## src/rtl/display_seq_ctrl.sv

```systemverilog
// Game-over display sequencer: fades the board out, shows the "you died" overlay
// until a restart is pending, then fades the board back in and hands control back.
module display_seq_ctrl #(
    parameter int FADE_STEP   = 2,
    parameter int HOLD_FRAMES = 120
) (
    input  logic       dclk,
    input  logic       clr,
    input  logic       frame_start,
    input  logic       game_over,
    input  logic       restart,
    output logic       overlay_on,
    output logic [3:0] fade_level,
    output logic       in_play,
    output logic       board_clear,
    output logic       restart_ack
);
    localparam logic [3:0] STEP_LAST   = 4'(FADE_STEP - 1);
    localparam logic [7:0] HOLD_MAX    = 8'(HOLD_FRAMES);
    localparam logic [3:0] LEVEL_FULL  = 4'd15;
    localparam logic [3:0] LEVEL_BLACK = 4'd0;

    typedef enum logic [2:0] {
        PLAY      = 3'd0,
        FADE_OUT  = 3'd1,
        DIED_IN   = 3'd2,
        DIED_HOLD = 3'd3,
        DIED_OUT  = 3'd4,
        PLAY_IN   = 3'd5
    } state_t;

    state_t     state_r, state_s;
    logic [3:0] fade_r, fade_s;
    logic [3:0] step_cnt_r, step_cnt_s, step_adv_s;
    logic [7:0] hold_cnt_r, hold_cnt_s;
    logic       overlay_r, overlay_s;
    logic       pend_r, pend_s;
    logic       in_play_r, in_play_s;
    logic       board_clear_r, board_clear_s;
    logic       ack_r, ack_s;
    logic       fading_s, step_evt_s, pending_s;

    // Next-state and next-output logic; everything only moves on frame_start
    always_comb begin
        state_s       = state_r;
        fade_s        = fade_r;
        hold_cnt_s    = hold_cnt_r;
        overlay_s     = overlay_r;
        board_clear_s = 1'b0;
        ack_s         = 1'b0;

        fading_s   = (state_r == FADE_OUT) || (state_r == DIED_IN) ||
                     (state_r == DIED_OUT) || (state_r == PLAY_IN);
        step_evt_s = frame_start && fading_s && (step_cnt_r == STEP_LAST);
        pending_s  = pend_r | restart;

        if (frame_start && fading_s) begin
            step_adv_s = step_evt_s ? 4'd0 : (step_cnt_r + 4'd1);
        end else begin
            step_adv_s = step_cnt_r;
        end

        if (restart && ((state_r == FADE_OUT) || (state_r == DIED_IN) ||
                        (state_r == DIED_HOLD))) begin
            pend_s = 1'b1;
        end else begin
            pend_s = pend_r;
        end

        case (state_r)
            PLAY: begin
                overlay_s = 1'b0;
                fade_s    = LEVEL_FULL;
                if (frame_start && game_over) begin
                    state_s = FADE_OUT;
                end else begin
                    state_s = PLAY;
                end
            end
            FADE_OUT, DIED_OUT: begin
                if (step_evt_s) begin
                    if (fade_r != LEVEL_BLACK) begin
                        fade_s = fade_r - 4'd1;
                    end else if (state_r == FADE_OUT) begin
                        state_s   = DIED_IN;
                        overlay_s = 1'b1;
                    end else begin
                        state_s       = PLAY_IN;
                        overlay_s     = 1'b0;
                        board_clear_s = 1'b1;
                    end
                end else begin
                    fade_s = fade_r;
                end
            end
            DIED_IN, PLAY_IN: begin
                if (step_evt_s) begin
                    if (fade_r != LEVEL_FULL) begin
                        fade_s = fade_r + 4'd1;
                    end else if (state_r == DIED_IN) begin
                        state_s    = DIED_HOLD;
                        hold_cnt_s = 8'd0;
                    end else begin
                        state_s = PLAY;
                        ack_s   = 1'b1;
                    end
                end else begin
                    fade_s = fade_r;
                end
            end
            DIED_HOLD: begin
                overlay_s = 1'b1;
                fade_s    = LEVEL_FULL;
                if (frame_start) begin
                    if ((hold_cnt_r == HOLD_MAX) && pending_s) begin
                        state_s = DIED_OUT;
                        pend_s  = 1'b0;
                    end else if (hold_cnt_r != HOLD_MAX) begin
                        hold_cnt_s = hold_cnt_r + 8'd1;
                    end else begin
                        hold_cnt_s = hold_cnt_r;
                    end
                end else begin
                    hold_cnt_s = hold_cnt_r;
                end
            end
            default: begin
                state_s   = PLAY;
                fade_s    = LEVEL_FULL;
                overlay_s = 1'b0;
                pend_s    = 1'b0;
            end
        endcase

        // The step phase restarts whenever a new state is entered
        step_cnt_s = (state_s != state_r) ? 4'd0 : step_adv_s;
        in_play_s  = (state_s == PLAY);
    end

    // State and output registers with synchronous clear
    always_ff @(posedge dclk) begin
        if (clr) begin
            state_r       <= PLAY;
            fade_r        <= LEVEL_FULL;
            step_cnt_r    <= 4'd0;
            hold_cnt_r    <= 8'd0;
            overlay_r     <= 1'b0;
            pend_r        <= 1'b0;
            in_play_r     <= 1'b1;
            board_clear_r <= 1'b0;
            ack_r         <= 1'b0;
        end else begin
            state_r       <= state_s;
            fade_r        <= fade_s;
            step_cnt_r    <= step_cnt_s;
            hold_cnt_r    <= hold_cnt_s;
            overlay_r     <= overlay_s;
            pend_r        <= pend_s;
            in_play_r     <= in_play_s;
            board_clear_r <= board_clear_s;
            ack_r         <= ack_s;
        end
    end

    assign overlay_on  = overlay_r;
    assign fade_level  = fade_r;
    assign in_play     = in_play_r;
    assign board_clear = board_clear_r;
    assign restart_ack = ack_r;
endmodule

```

## config.mk

```make
export PLATFORM = sky130hd
export DESIGN_NAME = display_seq_ctrl
export DESIGN_NICKNAME = d
export VERILOG_FILES = /design/src/rtl/display_seq_ctrl.sv
export SDC_FILE = /design/constraint.sdc
export NUM_CORES = 1
export LEC_CHECK = 0
export BUFFER_PORTS_ARGS = -buffer_cell sky130_fd_sc_hd__buf_2
export CAP_MARGIN = 10
export CORE_UTILIZATION = 50
export CTS_CLUSTER_DIAMETER = 80
export DETAILED_ROUTE_END_ITERATION = 16
export GPL_ROUTABILITY_DRIVEN = 0
export GPL_TIMING_DRIVEN = 0
export HOLD_SLACK_MARGIN = 0.03
export PLACE_DENSITY_LB_ADDON = 0.3
export SLEW_MARGIN = 20
export SYNTH_ARGS = -nofsm -noshare
export SYNTH_HDL_FRONTEND = slang
export SYNTH_SLANG_ARGS = --single-unit
```

## constraint.sdc

```tcl
create_clock -name dclk -period 6.6 [get_ports dclk]
set_clock_uncertainty 0.15 [all_clocks]
set_input_delay 0.66 -clock dclk [delete_from_list [all_inputs] [get_ports dclk]]
set_output_delay 0.66 -clock dclk [all_outputs]
set_load 0.01 [all_outputs]
```

==> metrics <==
outcome finished, final reports clean; Net count, final 212; LEAKAGE 0.000623 µW; max_slew headroom 51.0%; Yosys reg bits 24; Avg WL per Cell 14.3 µm; die height 56.7 µm; max-slew violations 0; Max VDD drop 0.105 mV; Seq pwr share 61.9%; Worst-path clk slew 0.13 ns; period utilisation layout 37.3%; setup violation total in the final timing report 0; fmax 0.407 GHz; final worst slack 4.14 ns; Cell Area, Synth 1490 µm²; most common cell after layout, fill and taps aside dfxtp_1; vias in the first global route 1314; Worst Hold Class flip-flop to flip-flop; TNS Setup 0 ns; Logic pwr share 5.6%; crit path DAT 2.55 ns; Post-CTS Setup Inserts 0; CP bufs+invs 1; first-pass GRT wire length 5.69 mm; Tightest Pin Transition 0.728 ns; DR iter-0 viols 52; CTS buffer count 3; Netlist cell types 50; RSZ-0062 raised after global routing no; Post-synth ARST share 0%; area grow syn2layout 8.71%; Switching Power 51.7 µW; Initial Utilization 53.3%; CTS Buffer Depth 2; boundary pin count 13; initial antenna violation count 0; I/O Buffers 11; cell chain of the critical path buf_2 > nand2b_1 > mux2_2 > ha_1 > a21o_1 > a21oi_1 > xor2_1 > nor3b_1 > a221oi_2; Cell Rows 19; commonest cells after routing, fill and taps aside dfxtp_1, nor2_1, buf_2, a21oi_1, nand2_1; crit path kind flip-flop to flip-flop; maxcap violations 0; post-synthesis sequential area ratio 32.2%; pin count of the biggest net entering global routing 14; Final min period 2.46 ns; die width 56.7 µm; Post-route DRC 0; Tot GR Track Use 22.7%; Crit Path Max Fanout 10; Sw Ratio 22.0%; core area 2810 µm²; Mean Syn Cell Area 8.12 µm²; Setup crit start kind flip-flop; internal power 184 µW; # diodes 0; H-tree Lvls 1; Critical Path End Type flip-flop; Max stage delay on crit path 0.35 ns; post-cts resize count 0; Via-to-Cell Ratio 6.07; syn_nets 196; TritonCTS clock tree done; Post-synth EDFFs 0; vias post-DR 1395; Overflow after GRT 0; Worst path slowest cell dfxtp_1; CTS Hold Buffers Added 0; clock sink count 24; HPWL Detailed 2.48 mm; fill cell count 259; clk_lat worst skew 0.31 ns; first-pass iteration count of the detailed router 4; layout cells sized above 1 13.6%; die area 3210 µm²; CP required 6.69 ns; CTS root buffer clkbuf_4; Clk pwr share 32.5%; main flop type after synthesis dfxtp_1; Top delay family on crit path compound AO/OA/AOI/OAI gates; post-route antenna net violation count 0; cells after synthesis 184; Ys Warns 0; pwr dens 145 nW/µm²; Post-Route WL 3.28 mm; pre-CTS setup slack 4.17 ns; Fin. Hold Viols 0
worst min-delay path, stage by stage (launching register included):
cell and delay (ns):
dfxtp_1 0.35, nand2_1 0.06, a21oi_1 0.05
power groups by stage:
stage / clock, µW / sequential, µW / combinational [µW]
6_report: 76.4 / 146 / 13.1
2_1_floorplan: 0 / 149 / 8.43
3_5_place_dp: 0 / 149 / 12.9
3_3_place_gp: 0 / 149 / 12.7
4_1_cts: 80.7 / 146 / 13.0
5_1_grt: 86.7 / 146 / 14.7
metal layers:
layer	GRT usage, %	vias to the layer above	routed length, µm
met5	0	-	0
met4	10.0	0	59
met3	4.84	7	179
met2	37.1	44	1530
met1	28.5	649	1520
li1	-	695	-
path summary, 6_finish.rpt:
check / startpoint / end / slack, ns / cells past startpoint
max reg2reg: state_r[1]$_SDFF_PP0_ / fade_level[3]$_SDFFE_PP1P_ / 4.14 / 9
max: state_r[1]$_SDFF_PP0_ / fade_level[3]$_SDFFE_PP1P_ / 4.14 / 9
min: step_cnt_r[1]$_SDFFE_PP0P_ / step_cnt_r[1]$_SDFFE_PP0P_ / 0.35 / 2
min reg2reg: step_cnt_r[1]$_SDFFE_PP0P_ / step_cnt_r[1]$_SDFFE_PP0P_ / 0.35 / 2
flip-flops by register name, indices dropped and copies added (netlist names):
| register | flops |
|---|---|
| hold_cnt_r | 8 |
| fade_level | 4 |
| step_cnt_r | 4 |
| state_r | 3 |
| board_clear | 1 |
| in_play | 1 |
| overlay_on | 1 |
| pend_r | 1 |
| restart_ack | 1 |
per-stage QoR:
step,power (µW),instances,hold WS [ns],utilization [%],cell area (µm²)
after floorplan,158,184,0.312,-,1490
after global placement,162,226,0.325,56.6,1590
after detailed placement,162,226,0.331,56.6,1590
after CTS,240,230,0.349,57.9,1620
after global routing,247,230,0.366,57.9,1620
final,235,230,0.349,57.9,1620
final cells by class:
| cell class | count | area [µm²] | area share (%) |
|---|---|---|---|
| flip-flops and latches | 24 | 480 | 29.6 |
| plain buffers | 8 | 33.8 | 2.08 |
| well taps | 31 | 38.8 | 2.39 |
| repair buffers | 11 | 55.1 | 3.39 |
| multi-input cells | 143 | 946 | 58.2 |
| inverters | 9 | 33.8 | 2.08 |
| clock buffers | 4 | 36.3 | 2.23 |
synthesized netlist by cell type, types with 2 or more instances:
master    instances  area [µm²]
a21o_1            2        15.0
dfxtp_1          24         480
inv_1             8        30.0
clkbuf_1          4        15.0
or3_1             5        31.3
xor2_1            5        43.8
ha_1              6        75.1
nand3_1           7        35.0
nor4_1            4        25.0
nor2b_1           3        18.8
nand2_1          13        48.8
nor3_1            7        35.0
nor3b_1           3        22.5
or4_4             2        22.5
a31oi_1           4        25.0
nand4_1           3        18.8
mux2i_1           4        40.0
o21ai_1           6        30.0
and3_1            3        18.8
a21oi_1          13        65.1
xnor2_1           5        43.8
nor2_1           23        86.3
buf_2             3        15.0
logic make-up after synthesis:
group                      Yosys count  synth area share, %
buffers and inverters               17                 4.52
DFF                                 24                 32.2
AOI/OAI and AO/OA                   39                 17.6
xor gates and xnor gates            10                 5.86
muxes                                5                 3.43
adders and majority gates            7                 6.37
and+or+nand+nor                     82                 30.1
Power figures use the tool's default switching activity.
